**src/rtl/lsu_mem_arbiter_if.sv**
```systemverilog
// Bus bundle between the two LSU slots, the memory ports and the arbiter.
//   req_valid/req_ready/req_we : per-slot handshake and store/load select (bit i = LSUi)
//   req_addr0/1, req_wdata0/1  : byte address and store data per slot
//   resp_valid/resp_err        : per-slot load-valid and out-of-range flags
//   resp_data                  : shared load data, qualified by resp_valid
//   mem_wr_* / mem_rd_*        : memory write port and registered read port
//   mem_data_in                : memory read data (one cycle after mem_rd_en)
//   conflict_cnt               : saturating count of cycles with a refused request
// master = requesters plus memory model side, slave = arbiter side.
interface lsu_mem_arbiter_if;
    logic [1:0]  req_valid;
    logic [1:0]  req_ready;
    logic [1:0]  req_we;
    logic [31:0] req_addr0;
    logic [31:0] req_addr1;
    logic [31:0] req_wdata0;
    logic [31:0] req_wdata1;
    logic [1:0]  resp_valid;
    logic [1:0]  resp_err;
    logic [31:0] resp_data;
    logic        mem_wr_en;
    logic [31:0] mem_wr_addr;
    logic [31:0] mem_wr_data;
    logic        mem_rd_en;
    logic [31:0] mem_rd_addr;
    logic [31:0] mem_data_in;
    logic [15:0] conflict_cnt;

    modport master (
        output req_valid, req_we, req_addr0, req_addr1, req_wdata0, req_wdata1, mem_data_in,
        input  req_ready, resp_valid, resp_err, resp_data,
        input  mem_wr_en, mem_wr_addr, mem_wr_data, mem_rd_en, mem_rd_addr, conflict_cnt
    );

    modport slave (
        input  req_valid, req_we, req_addr0, req_addr1, req_wdata0, req_wdata1, mem_data_in,
        output req_ready, resp_valid, resp_err, resp_data,
        output mem_wr_en, mem_wr_addr, mem_wr_data, mem_rd_en, mem_rd_addr, conflict_cnt
    );
endinterface

```
**src/rtl/lsu_mem_arbiter.sv**
```systemverilog
// Arbiter sharing main memory (one write port, one 1-cycle registered read port)
// between the two VLIW load/store slots. One load and one store can be granted
// together; any other pair of requests is serialised with a round-robin pointer.
// Ports:
//   clk : clock
//   rst : synchronous active-low reset
//   bus : lsu_mem_arbiter_if.slave (request handshake, responses, memory ports,
//         conflict counter)
module lsu_mem_arbiter #(
    parameter int unsigned MEM_WORDS   = 36,
    parameter int unsigned INIT_CYCLES = 4
) (
    input  logic             clk,
    input  logic             rst,
    lsu_mem_arbiter_if.slave bus
);
    localparam logic [31:0]      ADDR_LIMIT = 32'(4 * MEM_WORDS);
    localparam int unsigned      CNT_W      = (INIT_CYCLES > 1) ? $clog2(INIT_CYCLES) : 1;
    localparam logic [CNT_W-1:0] INIT_LAST  = CNT_W'(INIT_CYCLES - 1);

    typedef enum logic [0:0] {
        ST_INIT = 1'b0,
        ST_RUN  = 1'b1
    } state_t;

    state_t           state_r;
    state_t           state_nxt_s;
    logic [CNT_W-1:0] init_cnt_r;
    logic             rr_ptr_r;
    logic [15:0]      conflict_cnt_r;
    logic [1:0]       resp_valid_r;
    logic [1:0]       resp_err_r;
    logic             rd_mem_r;

    logic [1:0]       grant_s;
    logic             refused_s;
    logic [1:0]       in_range_s;
    logic             same_word_s;
    logic             load_slot_s;
    logic [1:0]       wr_go_s;
    logic [1:0]       rd_go_s;
    logic             mem_wr_en_s;
    logic [31:0]      mem_wr_addr_s;
    logic [31:0]      mem_wr_data_s;
    logic             mem_rd_en_s;
    logic [31:0]      mem_rd_addr_s;

    assign in_range_s[0] = (bus.req_addr0 < ADDR_LIMIT);
    assign in_range_s[1] = (bus.req_addr1 < ADDR_LIMIT);
    assign same_word_s   = (bus.req_addr0[31:2] == bus.req_addr1[31:2]);
    // Only meaningful when the two slots differ in type: the load is slot 1 iff slot 0 stores.
    assign load_slot_s   = bus.req_we[0];

    // Out-of-range accesses are accepted but never reach the memory.
    assign wr_go_s = grant_s &  bus.req_we & in_range_s;
    assign rd_go_s = grant_s & ~bus.req_we & in_range_s;

    // Next-state and grant decision.
    always_comb begin
        state_nxt_s = state_r;
        grant_s     = 2'b00;
        refused_s   = 1'b0;
        case (state_r)
            ST_INIT: begin
                if (init_cnt_r == INIT_LAST) begin
                    state_nxt_s = ST_RUN;
                end else begin
                    state_nxt_s = ST_INIT;
                end
            end
            ST_RUN: begin
                case (bus.req_valid)
                    2'b01: grant_s = 2'b01;
                    2'b10: grant_s = 2'b10;
                    2'b11: begin
                        if (bus.req_we[0] == bus.req_we[1]) begin
                            grant_s   = rr_ptr_r ? 2'b10 : 2'b01;
                            refused_s = 1'b1;
                        end else if (!same_word_s || (rr_ptr_r == load_slot_s)) begin
                            // Same-word pair with the pointer on the load: the registered
                            // read returns the pre-store word, so load-before-store holds.
                            grant_s = 2'b11;
                        end else begin
                            // Store goes first; req_we is exactly the store slot's mask.
                            grant_s   = bus.req_we;
                            refused_s = 1'b1;
                        end
                    end
                    default: grant_s = 2'b00;
                endcase
            end
            default: state_nxt_s = ST_INIT;
        endcase
    end

    // Memory port drive from the granted requester; zero when idle.
    always_comb begin
        mem_wr_en_s   = 1'b0;
        mem_wr_addr_s = 32'h0000_0000;
        mem_wr_data_s = 32'h0000_0000;
        mem_rd_en_s   = 1'b0;
        mem_rd_addr_s = 32'h0000_0000;
        if (wr_go_s[0]) begin
            mem_wr_en_s   = 1'b1;
            mem_wr_addr_s = bus.req_addr0;
            mem_wr_data_s = bus.req_wdata0;
        end else if (wr_go_s[1]) begin
            mem_wr_en_s   = 1'b1;
            mem_wr_addr_s = bus.req_addr1;
            mem_wr_data_s = bus.req_wdata1;
        end else begin
            mem_wr_en_s   = 1'b0;
        end
        if (rd_go_s[0]) begin
            mem_rd_en_s   = 1'b1;
            mem_rd_addr_s = bus.req_addr0;
        end else if (rd_go_s[1]) begin
            mem_rd_en_s   = 1'b1;
            mem_rd_addr_s = bus.req_addr1;
        end else begin
            mem_rd_en_s   = 1'b0;
        end
    end

    // State, init counter, round-robin pointer, conflict counter and response flags.
    always_ff @(posedge clk) begin
        if (!rst) begin
            state_r        <= ST_INIT;
            init_cnt_r     <= {CNT_W{1'b0}};
            rr_ptr_r       <= 1'b0;
            conflict_cnt_r <= 16'h0000;
            resp_valid_r   <= 2'b00;
            resp_err_r     <= 2'b00;
            rd_mem_r       <= 1'b0;
        end else begin
            state_r <= state_nxt_s;
            if ((state_r == ST_INIT) && (init_cnt_r != INIT_LAST)) begin
                init_cnt_r <= init_cnt_r + CNT_W'(1);
            end
            if (refused_s) begin
                rr_ptr_r <= ~rr_ptr_r;
                if (conflict_cnt_r != 16'hFFFF) begin
                    conflict_cnt_r <= conflict_cnt_r + 16'h0001;
                end
            end
            resp_valid_r <= grant_s & ~bus.req_we;
            resp_err_r   <= grant_s & ~in_range_s;
            rd_mem_r     <= |rd_go_s;
        end
    end

    assign bus.req_ready    = grant_s;
    assign bus.mem_wr_en    = mem_wr_en_s;
    assign bus.mem_wr_addr  = mem_wr_addr_s;
    assign bus.mem_wr_data  = mem_wr_data_s;
    assign bus.mem_rd_en    = mem_rd_en_s;
    assign bus.mem_rd_addr  = mem_rd_addr_s;
    assign bus.resp_valid   = resp_valid_r;
    assign bus.resp_err     = resp_err_r;
    // Out-of-range loads have no memory read behind them and return zero.
    assign bus.resp_data    = rd_mem_r ? bus.mem_data_in : 32'h0000_0000;
    assign bus.conflict_cnt = conflict_cnt_r;
endmodule

```
**src/flat_wrapper.sv**
```systemverilog
// flat-port wrapper written by rule: the top's interface ports become plain ports
module lsu_mem_arbiter_flat 
#(
    parameter int unsigned MEM_WORDS   = 36,
    parameter int unsigned INIT_CYCLES = 4
)
  (clk, rst, bus_req_valid, bus_req_we, bus_req_addr0, bus_req_addr1, bus_req_wdata0, bus_req_wdata1, bus_mem_data_in, bus_req_ready, bus_resp_valid, bus_resp_err, bus_resp_data, bus_mem_wr_en, bus_mem_wr_addr, bus_mem_wr_data, bus_mem_rd_en, bus_mem_rd_addr, bus_conflict_cnt);
  lsu_mem_arbiter_if bus_i ();
  input  logic clk;
  input  logic rst;
  input wire logic [$bits(bus_i.req_valid)-1:0] bus_req_valid;
  input wire logic [$bits(bus_i.req_we)-1:0] bus_req_we;
  input wire logic [$bits(bus_i.req_addr0)-1:0] bus_req_addr0;
  input wire logic [$bits(bus_i.req_addr1)-1:0] bus_req_addr1;
  input wire logic [$bits(bus_i.req_wdata0)-1:0] bus_req_wdata0;
  input wire logic [$bits(bus_i.req_wdata1)-1:0] bus_req_wdata1;
  input wire logic [$bits(bus_i.mem_data_in)-1:0] bus_mem_data_in;
  output wire logic [$bits(bus_i.req_ready)-1:0] bus_req_ready;
  output wire logic [$bits(bus_i.resp_valid)-1:0] bus_resp_valid;
  output wire logic [$bits(bus_i.resp_err)-1:0] bus_resp_err;
  output wire logic [$bits(bus_i.resp_data)-1:0] bus_resp_data;
  output wire logic [$bits(bus_i.mem_wr_en)-1:0] bus_mem_wr_en;
  output wire logic [$bits(bus_i.mem_wr_addr)-1:0] bus_mem_wr_addr;
  output wire logic [$bits(bus_i.mem_wr_data)-1:0] bus_mem_wr_data;
  output wire logic [$bits(bus_i.mem_rd_en)-1:0] bus_mem_rd_en;
  output wire logic [$bits(bus_i.mem_rd_addr)-1:0] bus_mem_rd_addr;
  output wire logic [$bits(bus_i.conflict_cnt)-1:0] bus_conflict_cnt;
  assign bus_i.req_valid = bus_req_valid;
  assign bus_i.req_we = bus_req_we;
  assign bus_i.req_addr0 = bus_req_addr0;
  assign bus_i.req_addr1 = bus_req_addr1;
  assign bus_i.req_wdata0 = bus_req_wdata0;
  assign bus_i.req_wdata1 = bus_req_wdata1;
  assign bus_i.mem_data_in = bus_mem_data_in;
  assign bus_req_ready = bus_i.req_ready;
  assign bus_resp_valid = bus_i.resp_valid;
  assign bus_resp_err = bus_i.resp_err;
  assign bus_resp_data = bus_i.resp_data;
  assign bus_mem_wr_en = bus_i.mem_wr_en;
  assign bus_mem_wr_addr = bus_i.mem_wr_addr;
  assign bus_mem_wr_data = bus_i.mem_wr_data;
  assign bus_mem_rd_en = bus_i.mem_rd_en;
  assign bus_mem_rd_addr = bus_i.mem_rd_addr;
  assign bus_conflict_cnt = bus_i.conflict_cnt;
  lsu_mem_arbiter #(.MEM_WORDS(MEM_WORDS), .INIT_CYCLES(INIT_CYCLES)) u_core (.clk(clk), .rst(rst), .bus(bus_i));
endmodule
```
**config.mk**
```make
export PLATFORM = sky130hd
export DESIGN_NAME = lsu_mem_arbiter_flat
export DESIGN_NICKNAME = d
export VERILOG_FILES = /design/src/rtl/lsu_mem_arbiter_if.sv /design/src/rtl/lsu_mem_arbiter.sv /design/src/flat_wrapper.sv
export SDC_FILE = /design/constraint.sdc
export NUM_CORES = 1
export LEC_CHECK = 0
export CAP_MARGIN = 10
export CELL_PAD_IN_SITES_DETAIL_PLACEMENT = 1
export CELL_PAD_IN_SITES_GLOBAL_PLACEMENT = 1
export CORE_MARGIN = 3
export CORE_UTILIZATION = 19
export CTS_CLUSTER_DIAMETER = 200
export DETAILED_ROUTE_END_ITERATION = 12
export PLACE_DENSITY = 0.86
export SYNTH_ARGS = -nofsm -noshare
export SYNTH_HDL_FRONTEND = slang
export SYNTH_SLANG_ARGS = --single-unit
```
**constraint.sdc**
```tcl
create_clock -name clk -period 3.6 [get_ports clk]
set_input_delay 0.54 -clock clk [delete_from_list [all_inputs] [get_ports clk]]
set_output_delay 0.54 -clock clk [all_outputs]
set_load 0.01 [all_outputs]
```
==> reports/metrics.yaml <==
run_status:
  outcome: "completed"
route:
  via_per_inst: 4.642
  ant_nets: 0
  first_pass_iters: 4
  vias: 3978
  wl_mm: 15.88
  drtIter0Drc: 271
  route.detailed.drc: 0
  wl_per_cell_um: 18.53
critical_path:
  cp_cell_sequence: "clkdlybuf4s50_1 -> nor4_1 -> nand3_1 -> nor2_2 -> nand3_1 -> buf_4 -> a211oi_4 -> buf_4 -> buf_12 -> a22o_1 -> dlygate4sd2_1"
  path_buf_inv: 5
  start_kind: "input port"
  crit_type: "input port to output pin"
  reg2reg_to: "u_core.bus.conflict_cnt[2]"
  cp_top_family: "buffers and inverters"
  cp-end-kind: "output pin"
  crit_start: "bus_req_addr0[13]"
  critical-path-max-stage-delay_ns: 0.45
  cp_max_fo: 21
  reg2reg_from: "u_core.bus.conflict_cnt[0]"
  reg2reg_slack_ns: 1.21
  crit_arrival_ns: 3.06
  reg2regPathDepth: 7
  cp.required_ns: 3.06
  critical-path-slowest-cell: "clkdlybuf4s50_1"
die:
  start_util: 0.1943
  core_um2: 14590
  die_h_um: 128.2
  die_w_um: 128.2
  placementRows: 44
  num_io_pins: 318
  die_area_um2: 16420
sta:
  period_share: 0.9995
  hold_viol_final: 0
  hold_ws_ns: 0.4851
  final.setup.worst_slack_ns: 0.001687
  clock_skew_ns: 0.005230
  final-setup-viol-count: 0
  fmax_mhz: 277.9
  worst_slew_pin_slew_ns: 0.7434
  finalCriticalPeriod_ns: 3.598
  slew_headroom: 0.5037
  fin_tns_setup_ns: 0
  final_max_slew_viol_count: 0
final_layout:
  area_growth_pct: 120.2
  final_common_cell: "clkdlybuf4s50_1"
  fin_util: 0.4280
  n_antenna_cell: 0
  fillers: 1691
  layout.nets: 842
  final_layout_size_suffix_gt1_frac: 0.1218
  layout_common_cells: "clkdlybuf4s50_1, conb_1, buf_4, a22o_1, dlymetal6s2s_1"
synth:
  ys_types: 42
  ys_warn_count: 0
  netlist.area_leader.share: 0.1765
  synthArstFlopShare: 0
  yosys-top-cells-area: "dfxtp_1, buf_4, a22o_1, xor2_1, and2_1"
  synth_area_leader_cell: "dfxtp_1"
  avgSynthCellArea_um2: 7.581
  synth_cells: 374
  yosysSeqAreaShare: 0.1765
  synthFlopType: "dfxtp_1"
  synth_edf_count: 0
  synth_area_um2: 2835
  ys_seq_elements: 25
cts:
  cts_max_level: 1
  clk_pin_slew_ns: 0.07
  clkSinkCount: 25
  clock_latency_ns: 0.26
  root_buffer: "clkbuf_16"
  tritoncts: "built"
  cts_max_path_buffers: 2
  cts_made_buffers: 3
  cts_hold_buf: 0
global_route:
  overflow: 0
  grt_pass1_vias: 4199
  track_usage: 0.1674
  grt_max_degree: 34
  grt_pass1_wl_mm: 22.18
  antenna_found_initial: 0
pwr:
  leakage_nw: 3.034
  p_total_uw: 956.8
  switchingPower_uw: 287.2
  seqPwrFrac: 0.317
  switching_share: 0.3002
  power_density_nw_per_um2: 153.2
  ir_worst_vdd_mv: 0.1482
  clkPwrFrac: 0.263
  combPwrFrac: 0.419
  power.internal_uw: 669.5
worst_hold_path:
  hp-class: "register to register"
  min_to: "u_core.bus.conflict_cnt[9]"
  holdPathStages: 2
  worstHoldStart: "u_core.bus.conflict_cnt[9]"
place:
  place.gp.congestion: 0.8853
  place_hpwl_mm: 12.35
  port_buffers: 269
  dp_slack_ns: -0.2220
run:
  maxCapViolations: 0
[cell type report]
type,count,area [µm²],area share
clock inverter,1,5.005,0.0008016
multi-input combinational,318,2223,0.3561
sequential,25,500.5,0.08016
timing repair buffer,317,3176,0.5086
clock buffer,3,75.07,0.01202
tap,184,230.2,0.03687
inverter,9,33.78,0.005411
[state kept, by name, indices dropped and copies added (netlist names)]
signal                   count
u_core.rr_ptr_r              1
u_core.bus.resp_err          2
u_core.bus.conflict_cnt     16
u_core.init_cnt_r            2
u_core.rd_mem_r              1
u_core.state_r               1
u_core.bus.resp_valid        2
[stage by stage]
stage                     cell area (µm²)  cells
final                                6243    857
after floorplan                      3012    421
after detailed placement             5868    846
after global placement               5868    846
after global routing                 6243    857
after CTS                            6061    856
[what timing repair did]
| item | in CTS | in global routing |
|---|---|---|
| cloned | 1 | 0 |
| setup endpoints to repair | 51 | 52 |
| setup buffers | 5 | 1 |
| pin swaps | 4 | 13 |
| gates resized for setup | 49 | 52 |
[worst register-to-register path, cell delays in order, from the launching register on]
cell     delay (ns)
dfxtp_1        0.42
ha_1           0.24
and2_1         0.31
nand2_1        0.09
or3_1          0.52
nand2_1        0.33
nor2_1         0.13
a31o_2         0.26
[cell usage after synthesis (all sizes together) (2+ instances only)]
cell / count
a21oi: 6
a22o: 40
a31o: 2
and2: 34
and3: 3
and4: 2
buf: 51
clkbuf: 18
dfxtp: 25
ha: 2
inv: 9
mux2i: 14
nand2: 20
nand2b: 6
nand3: 8
nand4: 10
nor2: 21
nor3: 13
nor4: 20
o21a: 5
o21ai: 9
o311ai: 2
o31a: 2
o31ai: 5
or3: 5
xor2: 30
[worst max-delay path by stage]
stage / end / slack [ns] / cells past startpoint
after floorplan: bus_mem_wr_addr[0] / 0.96 / 7
after global placement: bus_mem_wr_data[4] / -0.14 / 9
after detailed placement: bus_mem_wr_data[4] / -0.22 / 10
after CTS: bus_mem_wr_data[4] / -0.14 / 11
after global routing: bus_mem_rd_addr[7] / -0.10 / 11
final: bus_mem_wr_addr[2] / 0.002 / 11
[power groups by stage]
stage | combinational, mW | sequential, mW | clock (mW)
after detailed placement | 0.372 | 0.310 | 0
after CTS | 0.383 | 0.303 | 0.264
after global placement | 0.363 | 0.309 | 0
final | 0.401 | 0.304 | 0.252
after floorplan | 0.145 | 0.306 | 0
after global routing | 0.432 | 0.305 | 0.274
[cell families after synthesis]
kind of cell    count (synthesis)  share of synthesized area
buf+inv                        78                     0.1703
mux                            14                    0.04942
fa+ha+maj                       2                   0.008825
simple gates                  145                     0.2776
xor+xnor                       31                    0.09576
flops                          25                     0.1765
other cells                     1                   0.001323
compound gates                 78                     0.2202
[per-layer routing]
layer  track usage  vias to the layer above  routed length (µm)
met5             0                        -                   0
met4       0.04120                        0                 395
met3       0.04208                       26                1195
met2        0.3189                      200                8504
met1        0.1840                     1900                5787
li1              -                     1852                   -
(Power assumes the default switching activity.)
